[src/rtl/pad_trim_sequencer_pkg.sv]
// pad_trim_pkg: shared FSM encoding, register map addresses and trim field
// layout for the pad trim sequencer.
package pad_trim_pkg;

   // Sequencer FSM states
   typedef enum logic [1:0] {
      ST_IDLE   = 2'd0,
      ST_APPLY  = 2'd1,
      ST_RAMP   = 2'd2,
      ST_SETTLE = 2'd3
   } state_e;

   // Register map
   localparam logic [3:0] ADDR_DR_TARGET = 4'd4;
   localparam logic [3:0] ADDR_DWELL     = 4'd5;
   localparam logic [3:0] ADDR_ANA       = 4'd6;

   // Per-channel trim field layout
   localparam int TRIM_W       = 3;
   localparam int TRIM_PU_BIT  = 0;
   localparam int TRIM_WPU_BIT = 1;
   localparam int TRIM_WPD_BIT = 2;

   // Clamp a requested driver count to the number of physical drivers
   function automatic logic [2:0] sat_target(input logic [2:0] req, input int max_cnt);
      if (int'(req) > max_cnt) begin
         return 3'(max_cnt);
      end
      return req;
   endfunction

endpackage

[src/rtl/pad_trim_sequencer_dr_ramp.sv]
// dr_ramp: thermometer-coded driver-enable stepper. After start it moves the
// enable vector one driver at a time toward the target, one step every
// dwell+1 cycles, and stops once the target count is reached.
module dr_ramp #(
   parameter int DR_W = 5
) (
   input  logic            clk,
   input  logic            rst_n,
   input  logic            start,
   input  logic [2:0]      target,
   input  logic [7:0]      dwell,
   output logic [DR_W-1:0] dr_en,
   output logic            at_target,
   output logic            step
);
   logic [DR_W-1:0] dr_en_q, dr_en_d, tgt_mask;
   logic [7:0]      cnt_q, cnt_d;
   logic            active_q, active_d;

   // Target count expressed as the thermometer code it should settle on
   always_comb begin
      tgt_mask = '0;
      for (int i = 0; i < DR_W; i++) begin
         tgt_mask[i] = (i < int'(target));
      end
   end

   assign at_target = (dr_en_q == tgt_mask);
   assign step      = active_q && (cnt_q == 8'd0) && !at_target;
   assign dr_en     = dr_en_q;

   // Dwell countdown and single-bit step toward the target
   always_comb begin
      dr_en_d  = dr_en_q;
      cnt_d    = cnt_q;
      active_d = active_q;
      if (start) begin
         active_d = 1'b1;
         cnt_d    = dwell;
      end else if (active_q) begin
         if (at_target) begin
            active_d = 1'b0;
         end else if (cnt_q == 8'd0) begin
            cnt_d = dwell;
            // Both vectors are thermometer codes, so unsigned order equals count order
            if (dr_en_q < tgt_mask) begin
               dr_en_d = (dr_en_q << 1) | DR_W'(1);
            end else begin
               dr_en_d = dr_en_q >> 1;
            end
         end else begin
            cnt_d = cnt_q - 8'd1;
         end
      end
   end

   // Ramp state registers
   always_ff @(posedge clk or negedge rst_n) begin
      if (!rst_n) begin
         dr_en_q  <= '0;
         cnt_q    <= '0;
         active_q <= 1'b0;
      end else begin
         dr_en_q  <= dr_en_d;
         cnt_q    <= cnt_d;
         active_q <= active_d;
      end
   end

endmodule

[src/rtl/pad_trim_sequencer.sv]
// pad_trim_sequencer: shadow registers plus a commit sequencer that drops
// ana_en, applies a trim snapshot, ramps the ckouta drivers, waits for the
// pads to settle and then restores ana_en.
//
// commit is a one-cycle request. It is accepted immediately when busy is low;
// while busy is high it is remembered in a single pending flag and serviced
// back-to-back, without busy dropping, when the current sequence finishes.
module pad_trim_sequencer
   import pad_trim_pkg::*;
#(
   parameter int NUM_CH     = 3,
   parameter int DR_W       = 5,
   parameter int SETTLE_CYC = 16
) (
   input  logic              clk,
   input  logic              rst_n,
   input  logic              cfg_we,
   input  logic [3:0]        cfg_addr,
   input  logic [7:0]        cfg_wdata,
   input  logic              commit,
   output logic              busy,
   output logic              done,
   output logic              conflict,
   output logic [NUM_CH-1:0] pu_trim,
   output logic [NUM_CH-1:0] weakpu_trim,
   output logic [NUM_CH-1:0] weakpd_trim,
   output logic [DR_W-1:0]   ckouta_dr_en,
   output logic              ana_en,
   output state_e            dbg_state
);
   localparam int            SW          = (SETTLE_CYC > 1) ? $clog2(SETTLE_CYC) : 1;
   localparam logic [SW-1:0] SETTLE_LOAD = SW'(SETTLE_CYC - 1);

   state_e                         state_q, state_d;
   logic [NUM_CH-1:0][TRIM_W-1:0]  trim_sh_q, trim_sh_d, snap_trim_q, snap_trim_d;
   logic [2:0]                     tgt_sh_q, tgt_sh_d, snap_tgt_q, snap_tgt_d;
   logic [7:0]                     dwell_sh_q, dwell_sh_d, snap_dwell_q, snap_dwell_d;
   logic                           ana_sh_q, ana_sh_d, snap_ana_q, snap_ana_d;
   logic                           pending_q, pending_d;
   logic [SW-1:0]                  settle_q, settle_d;
   logic [NUM_CH-1:0]              pu_q, pu_d, wpu_q, wpu_d, wpd_q, wpd_d;
   logic                           ana_q, ana_d, done_q, done_d, conf_q, conf_d;
   logic                           ramp_start, ramp_at_target, ramp_step;
   logic                           finish, restart, take_snap;

   dr_ramp #(.DR_W(DR_W)) u_ramp (
      .clk       (clk),
      .rst_n     (rst_n),
      .start     (ramp_start),
      .target    (snap_tgt_q),
      .dwell     (snap_dwell_q),
      .dr_en     (ckouta_dr_en),
      .at_target (ramp_at_target),
      .step      (ramp_step)
   );

   // The settle count restarts on every output change, so it expires
   // SETTLE_CYC cycles after the last change regardless of how it ended
   assign finish    = (settle_q == '0) &&
                      ((state_q == ST_SETTLE) || ((state_q == ST_RAMP) && ramp_at_target));
   assign restart   = finish && (pending_q || commit);
   assign take_snap = ((state_q == ST_IDLE) && commit) || restart;

   // Shadow register writes; the next value feeds a same-cycle snapshot
   always_comb begin
      trim_sh_d  = trim_sh_q;
      tgt_sh_d   = tgt_sh_q;
      dwell_sh_d = dwell_sh_q;
      ana_sh_d   = ana_sh_q;
      if (cfg_we) begin
         for (int i = 0; i < NUM_CH; i++) begin
            if (cfg_addr == 4'(i)) trim_sh_d[i] = cfg_wdata[TRIM_W-1:0];
         end
         if (cfg_addr == ADDR_DR_TARGET) tgt_sh_d   = sat_target(cfg_wdata[2:0], DR_W);
         if (cfg_addr == ADDR_DWELL)     dwell_sh_d = cfg_wdata;
         if (cfg_addr == ADDR_ANA)       ana_sh_d   = cfg_wdata[0];
      end
   end

   // FSM next state
   always_comb begin
      state_d = state_q;
      unique case (state_q)
         ST_IDLE:   if (commit) state_d = ST_APPLY;
         ST_APPLY:  state_d = ramp_at_target ? ST_SETTLE : ST_RAMP;
         ST_RAMP,
         ST_SETTLE: begin
            if (finish)              state_d = restart ? ST_APPLY : ST_IDLE;
            else if (ramp_at_target) state_d = ST_SETTLE;
         end
         default:   state_d = ST_IDLE;
      endcase
   end

   // FSM decoded outputs
   always_comb begin
      ramp_start = (state_q == ST_APPLY);
      busy       = (state_q != ST_IDLE) || done_q;
      dbg_state  = state_q;
   end

   // Snapshot, pending flag, settle timer and pad-facing output values
   always_comb begin
      snap_trim_d  = snap_trim_q;
      snap_tgt_d   = snap_tgt_q;
      snap_dwell_d = snap_dwell_q;
      snap_ana_d   = snap_ana_q;
      if (take_snap) begin
         snap_trim_d  = trim_sh_d;
         snap_tgt_d   = tgt_sh_d;
         snap_dwell_d = dwell_sh_d;
         snap_ana_d   = ana_sh_d;
      end

      pending_d = pending_q;
      if (restart) pending_d = 1'b0;
      else if (commit && (state_q != ST_IDLE)) pending_d = 1'b1;

      settle_d = settle_q;
      if ((state_q == ST_APPLY) || ramp_step) settle_d = SETTLE_LOAD;
      else if (settle_q != '0) settle_d = settle_q - 1'b1;

      pu_d   = pu_q;
      wpu_d  = wpu_q;
      wpd_d  = wpd_q;
      ana_d  = ana_q;
      conf_d = 1'b0;
      done_d = finish;
      if (state_q == ST_APPLY) begin
         ana_d = 1'b0;
         // Weak pull-up wins a pull-up/pull-down clash so the pad never fights itself
         for (int i = 0; i < NUM_CH; i++) begin
            pu_d[i]  = snap_trim_q[i][TRIM_PU_BIT];
            wpu_d[i] = snap_trim_q[i][TRIM_WPU_BIT];
            wpd_d[i] = snap_trim_q[i][TRIM_WPD_BIT] & ~snap_trim_q[i][TRIM_WPU_BIT];
            conf_d   = conf_d | (snap_trim_q[i][TRIM_WPU_BIT] & snap_trim_q[i][TRIM_WPD_BIT]);
         end
      end
      if (finish) ana_d = snap_ana_q;
   end

   // FSM state register
   always_ff @(posedge clk or negedge rst_n) begin
      if (!rst_n) state_q <= ST_IDLE;
      else        state_q <= state_d;
   end

   // Shadow and snapshot registers
   always_ff @(posedge clk or negedge rst_n) begin
      if (!rst_n) begin
         trim_sh_q    <= '0;
         tgt_sh_q     <= '0;
         dwell_sh_q   <= '0;
         ana_sh_q     <= 1'b0;
         snap_trim_q  <= '0;
         snap_tgt_q   <= '0;
         snap_dwell_q <= '0;
         snap_ana_q   <= 1'b0;
         pending_q    <= 1'b0;
         settle_q     <= '0;
      end else begin
         trim_sh_q    <= trim_sh_d;
         tgt_sh_q     <= tgt_sh_d;
         dwell_sh_q   <= dwell_sh_d;
         ana_sh_q     <= ana_sh_d;
         snap_trim_q  <= snap_trim_d;
         snap_tgt_q   <= snap_tgt_d;
         snap_dwell_q <= snap_dwell_d;
         snap_ana_q   <= snap_ana_d;
         pending_q    <= pending_d;
         settle_q     <= settle_d;
      end
   end

   // Pad-facing output registers, cleared asynchronously by reset
   always_ff @(posedge clk or negedge rst_n) begin
      if (!rst_n) begin
         pu_q   <= '0;
         wpu_q  <= '0;
         wpd_q  <= '0;
         ana_q  <= 1'b0;
         done_q <= 1'b0;
         conf_q <= 1'b0;
      end else begin
         pu_q   <= pu_d;
         wpu_q  <= wpu_d;
         wpd_q  <= wpd_d;
         ana_q  <= ana_d;
         done_q <= done_d;
         conf_q <= conf_d;
      end
   end

   assign pu_trim     = pu_q;
   assign weakpu_trim = wpu_q;
   assign weakpd_trim = wpd_q;
   assign ana_en      = ana_q;
   assign done        = done_q;
   assign conflict    = conf_q;

endmodule

[config.mk]
export PLATFORM = sky130hd
export DESIGN_NAME = pad_trim_sequencer
export DESIGN_NICKNAME = d
export VERILOG_FILES = /design/src/rtl/pad_trim_sequencer_pkg.sv /design/src/rtl/pad_trim_sequencer_dr_ramp.sv /design/src/rtl/pad_trim_sequencer.sv
export SDC_FILE = /design/constraint.sdc
export NUM_CORES = 1
export LEC_CHECK = 0
export CAP_MARGIN = 20
export CORE_ASPECT_RATIO = 1.5
export CORE_MARGIN = 2
export CORE_UTILIZATION = 56
export DETAILED_ROUTE_END_ITERATION = 10
export GPL_TIMING_DRIVEN = 1
export PLACE_DENSITY = 0.79
export SKIP_LAST_GASP = 1
export SLEW_MARGIN = 20
export SYNTH_ARGS = -nofsm -noshare
export SYNTH_HDL_FRONTEND = slang
export SYNTH_SLANG_ARGS = --single-unit
[constraint.sdc]
create_clock -name clk -period 2.4 [get_ports clk]
set_input_delay 0.6 -clock clk [delete_from_list [all_inputs] [get_ports clk]]
set_output_delay 0.6 -clock clk [all_outputs]
set_load 0.01 [all_outputs]
==> reports/qor.yml <==
outcome: "finished, final reports clean"
nNetsFinal: 367
pre_cts_ws_ns: 0.0247
cts_setup_buffers: 0
track_usage: 0.231
overflow: 0
start_util: 0.571
clk_pin_slew_ns: 0.07
synth_nets: 318
postLayoutCoreUtil: 0.696
finalCritPeriodShare: 0.946
core_area_um2: 6040
crit_fanout: 11
crit_type: "reg2out"
fmax_mhz: 440
synth_top_area_share: 0.544
area_growth_pct: 22.0
dieArea_um2: 6810
cp_cell_sequence: "or3_1, clkdlybuf4s50_1"
drive_gt1_frac: 0.236
worstPathRequired_ns: 1.80
critical_path_buf_inv_count: 1
root_buffer: "clkbuf_8"
cap_violations: 0
synth_flop_cell: "dfrtp_1"
intPower_mw: 3.47
fin_ws_ns: 0.130
crit_path_end_kind: "output port"
clock-sinks: 75
tightest_slew_ns: 0.573
dp_hpwl_um: 4940
fin_crit_ns: 2.27
power.density_nw_per_um2: 1260
gp_congestion: 0.884
drt_wl_total_um: 7060
die-height_um: 100
hold_buffers: 0
io_buffer_count: 35
async_flop_share: 1.00
grt_pass1_wl_um: 11500
ant_nets: 0
arrival_ns: 1.67
synth_cells: 294
slew_viol_final: 0
post_drt_wl_per_cell_um: 16.7
hp-class: "in2async"
switchingPower_mw: 1.84
ys_top_cells_by_area: "dfrtp_1, mux2_2, nand2_1"
seqPwrFrac: 0.397
grt_setup_unrepaired: "false"
synth_edf_count: 0
antenna_found_initial: 0
cts_tree: "built"
ctsResizeCount: 0
post_drt_via_cell_ratio: 5.69
vias: 2401
ys_ff_latch: 75
synth.largest_area_cell: "dfrtp_1"
rows: 35
diodes: 0
die_w_um: 68.1
finClkSkew_ns: 0.00390
pwr-share-comb: 0.396
slowest_delay_ns: 0.48
drt_iter0_markers: 213
peakVddDrop_mv: 0.758
synth_area_um2: 3450
clock_latency_ns: 0.35
ys_warn_count: 0
synth.avg_cell_area_um2: 11.7
cts_max_level: 3
slowest_stage: "clkdlybuf4s50_1"
fillCellCount: 453
cts_buffers: 9
synth_cell_type_count: 55
fin_tns_setup_ns: 0
ios: 36
route.detailed.drc: 0
setup.worst_path.start_class: "flip-flop"
hold_viol_final: 0
ctsLongestPathBuffers: 2
ys_seq_area_frac: 0.544
crit_family: "buffers and inverters"
leakage_nw: 1.88
grt_pass1_vias: 2413
drtPass1Iterations: 4
setup_viol: 0
grt_max_degree: 33
clockPowerShare: 0.207
switching_share: 0.347
slew_headroom: 0.618
[metal layers]
| layer | part of all wire | GRT usage | routed length, um |
|---|---|---|---|
| met5 | 0 | 0 | 0 |
| met4 | 0.043 | 0.117 | 306 |
| met3 | 0.028 | 0.0482 | 197 |
| met2 | 0.54 | 0.407 | 3800 |
| met1 | 0.39 | 0.253 | 2760 |
[placed cells by master, fill, tap and decap left out, drive strengths merged, types with 5 or more instances in the layout]
| cell type | count |
|---|---|
| clkdlybuf4s50 | 34 |
| inv | 13 |
| dfrtp | 75 |
| clkbuf | 12 |
| mux2 | 41 |
| buf | 13 |
| or3 | 6 |
| nor2 | 14 |
| nor3b | 5 |
| a21oi | 9 |
| nor3 | 5 |
| nand2 | 33 |
| ha | 8 |
| nand3b | 6 |
| o21ai | 14 |
[Yosys cell counts, drive strengths merged, types with 3 or more instances]
cell type  count
or3b           3
buf            4
clkbuf         5
nor2          14
nor3b          5
or3            6
inv           13
a21oi          9
a31oi          4
mux2          41
o211ai         3
mux2i          4
nand2         33
nor3           5
dfrtp         75
ha             8
o21ai         14
nor2b          4
nand3b         6
[worst register-to-register path, delay by kind of cell, from the launching register on]
| kind | cells | cell delay (ns) |
|---|---|---|
| compound gates | 3 | 0.64 |
| fa+ha+maj | 1 | 0.18 |
| buf+inv | 2 | 0.34 |
| flops | 1 | 0.38 |
| mux | 1 | 0.36 |
| simple gates | 1 | 0.26 |
[registers in the layout, indices dropped and copies added, names as in the netlist, 2 cells and up]
signal / flops
dwell_sh_q: 8
u_ramp.dr_en: 5
weakpu_trim: 3
tgt_sh_q: 3
trim_sh_q: 9
dbg_state: 2
pu_trim: 3
snap_dwell_q: 8
weakpd_trim: 3
snap_trim_q: 9
settle_q: 4
snap_tgt_q: 3
u_ramp.cnt_q: 8
[worst paths after layout]
kind / from / to / slack [ns] / depth (start not counted)
setup reg to reg: snap_tgt_q[2] / snap_dwell_q[5] / 0.14 / 8
max in group asynchronous: rst_n / dwell_sh_q[2] / 1.60 / 2
hold reg to reg: snap_trim_q[6] / pu_trim[2] / 0.47 / 2
setup / recovery: dbg_state[1] / busy / 0.13 / 2
min in group clk: snap_trim_q[6] / pu_trim[2] / 0.47 / 2
hold / removal: rst_n / snap_trim_q[8] / 0.24 / 1
[logic make-up (layout without fill, tap and decap cells)]
group	Yosys count	after routing	synth area share
and+or+nand+nor	91	91	0.149
DFF	75	75	0.544
AOI/OAI and AO/OA	50	50	0.0991
muxes	45	45	0.146
buffers and inverters	22	76	0.0254
adders and majority gates	8	8	0.0290
xor gates and xnor gates	3	3	0.00762
[final cells by class]
| type | count | area [um2] | area share |
|---|---|---|---|
| timing repair buffer | 47 | 473 | 0.112 |
| sequential | 75 | 1880 | 0.446 |
| clock buffer | 12 | 155 | 0.0369 |
| inverter | 13 | 48.8 | 0.0116 |
| clock inverter | 4 | 72.6 | 0.0173 |
| tap | 74 | 92.6 | 0.0220 |
| multi-input combinational | 197 | 1490 | 0.354 |
[per-stage QoR]
step | hold slack (ns) | std cells | total power [mW] | area, um2
after global routing | 0.283 | 422 | 5.65 | 4210
after floorplan | 0.304 | 294 | 3.40 | 3450
after detailed placement | 0.457 | 406 | 4.20 | 3980
after global placement | 0.455 | 406 | 4.10 | 3980
final | 0.238 | 422 | 5.31 | 4210
after CTS | 0.256 | 422 | 5.32 | 4200
[power by group through the flow]
stage | Combinational (mW) | Sequential (mW) | Clock [mW]
6_report | 2.10 | 2.11 | 1.10
3_5_place_dp | 2.08 | 2.12 | 0
4_1_cts | 2.11 | 2.11 | 1.11
2_1_floorplan | 1.32 | 2.08 | 0
3_3_place_gp | 2.00 | 2.11 | 0
5_1_grt | 2.31 | 2.16 | 1.17
No activity file was read; power rests on OpenSTA's default activity.
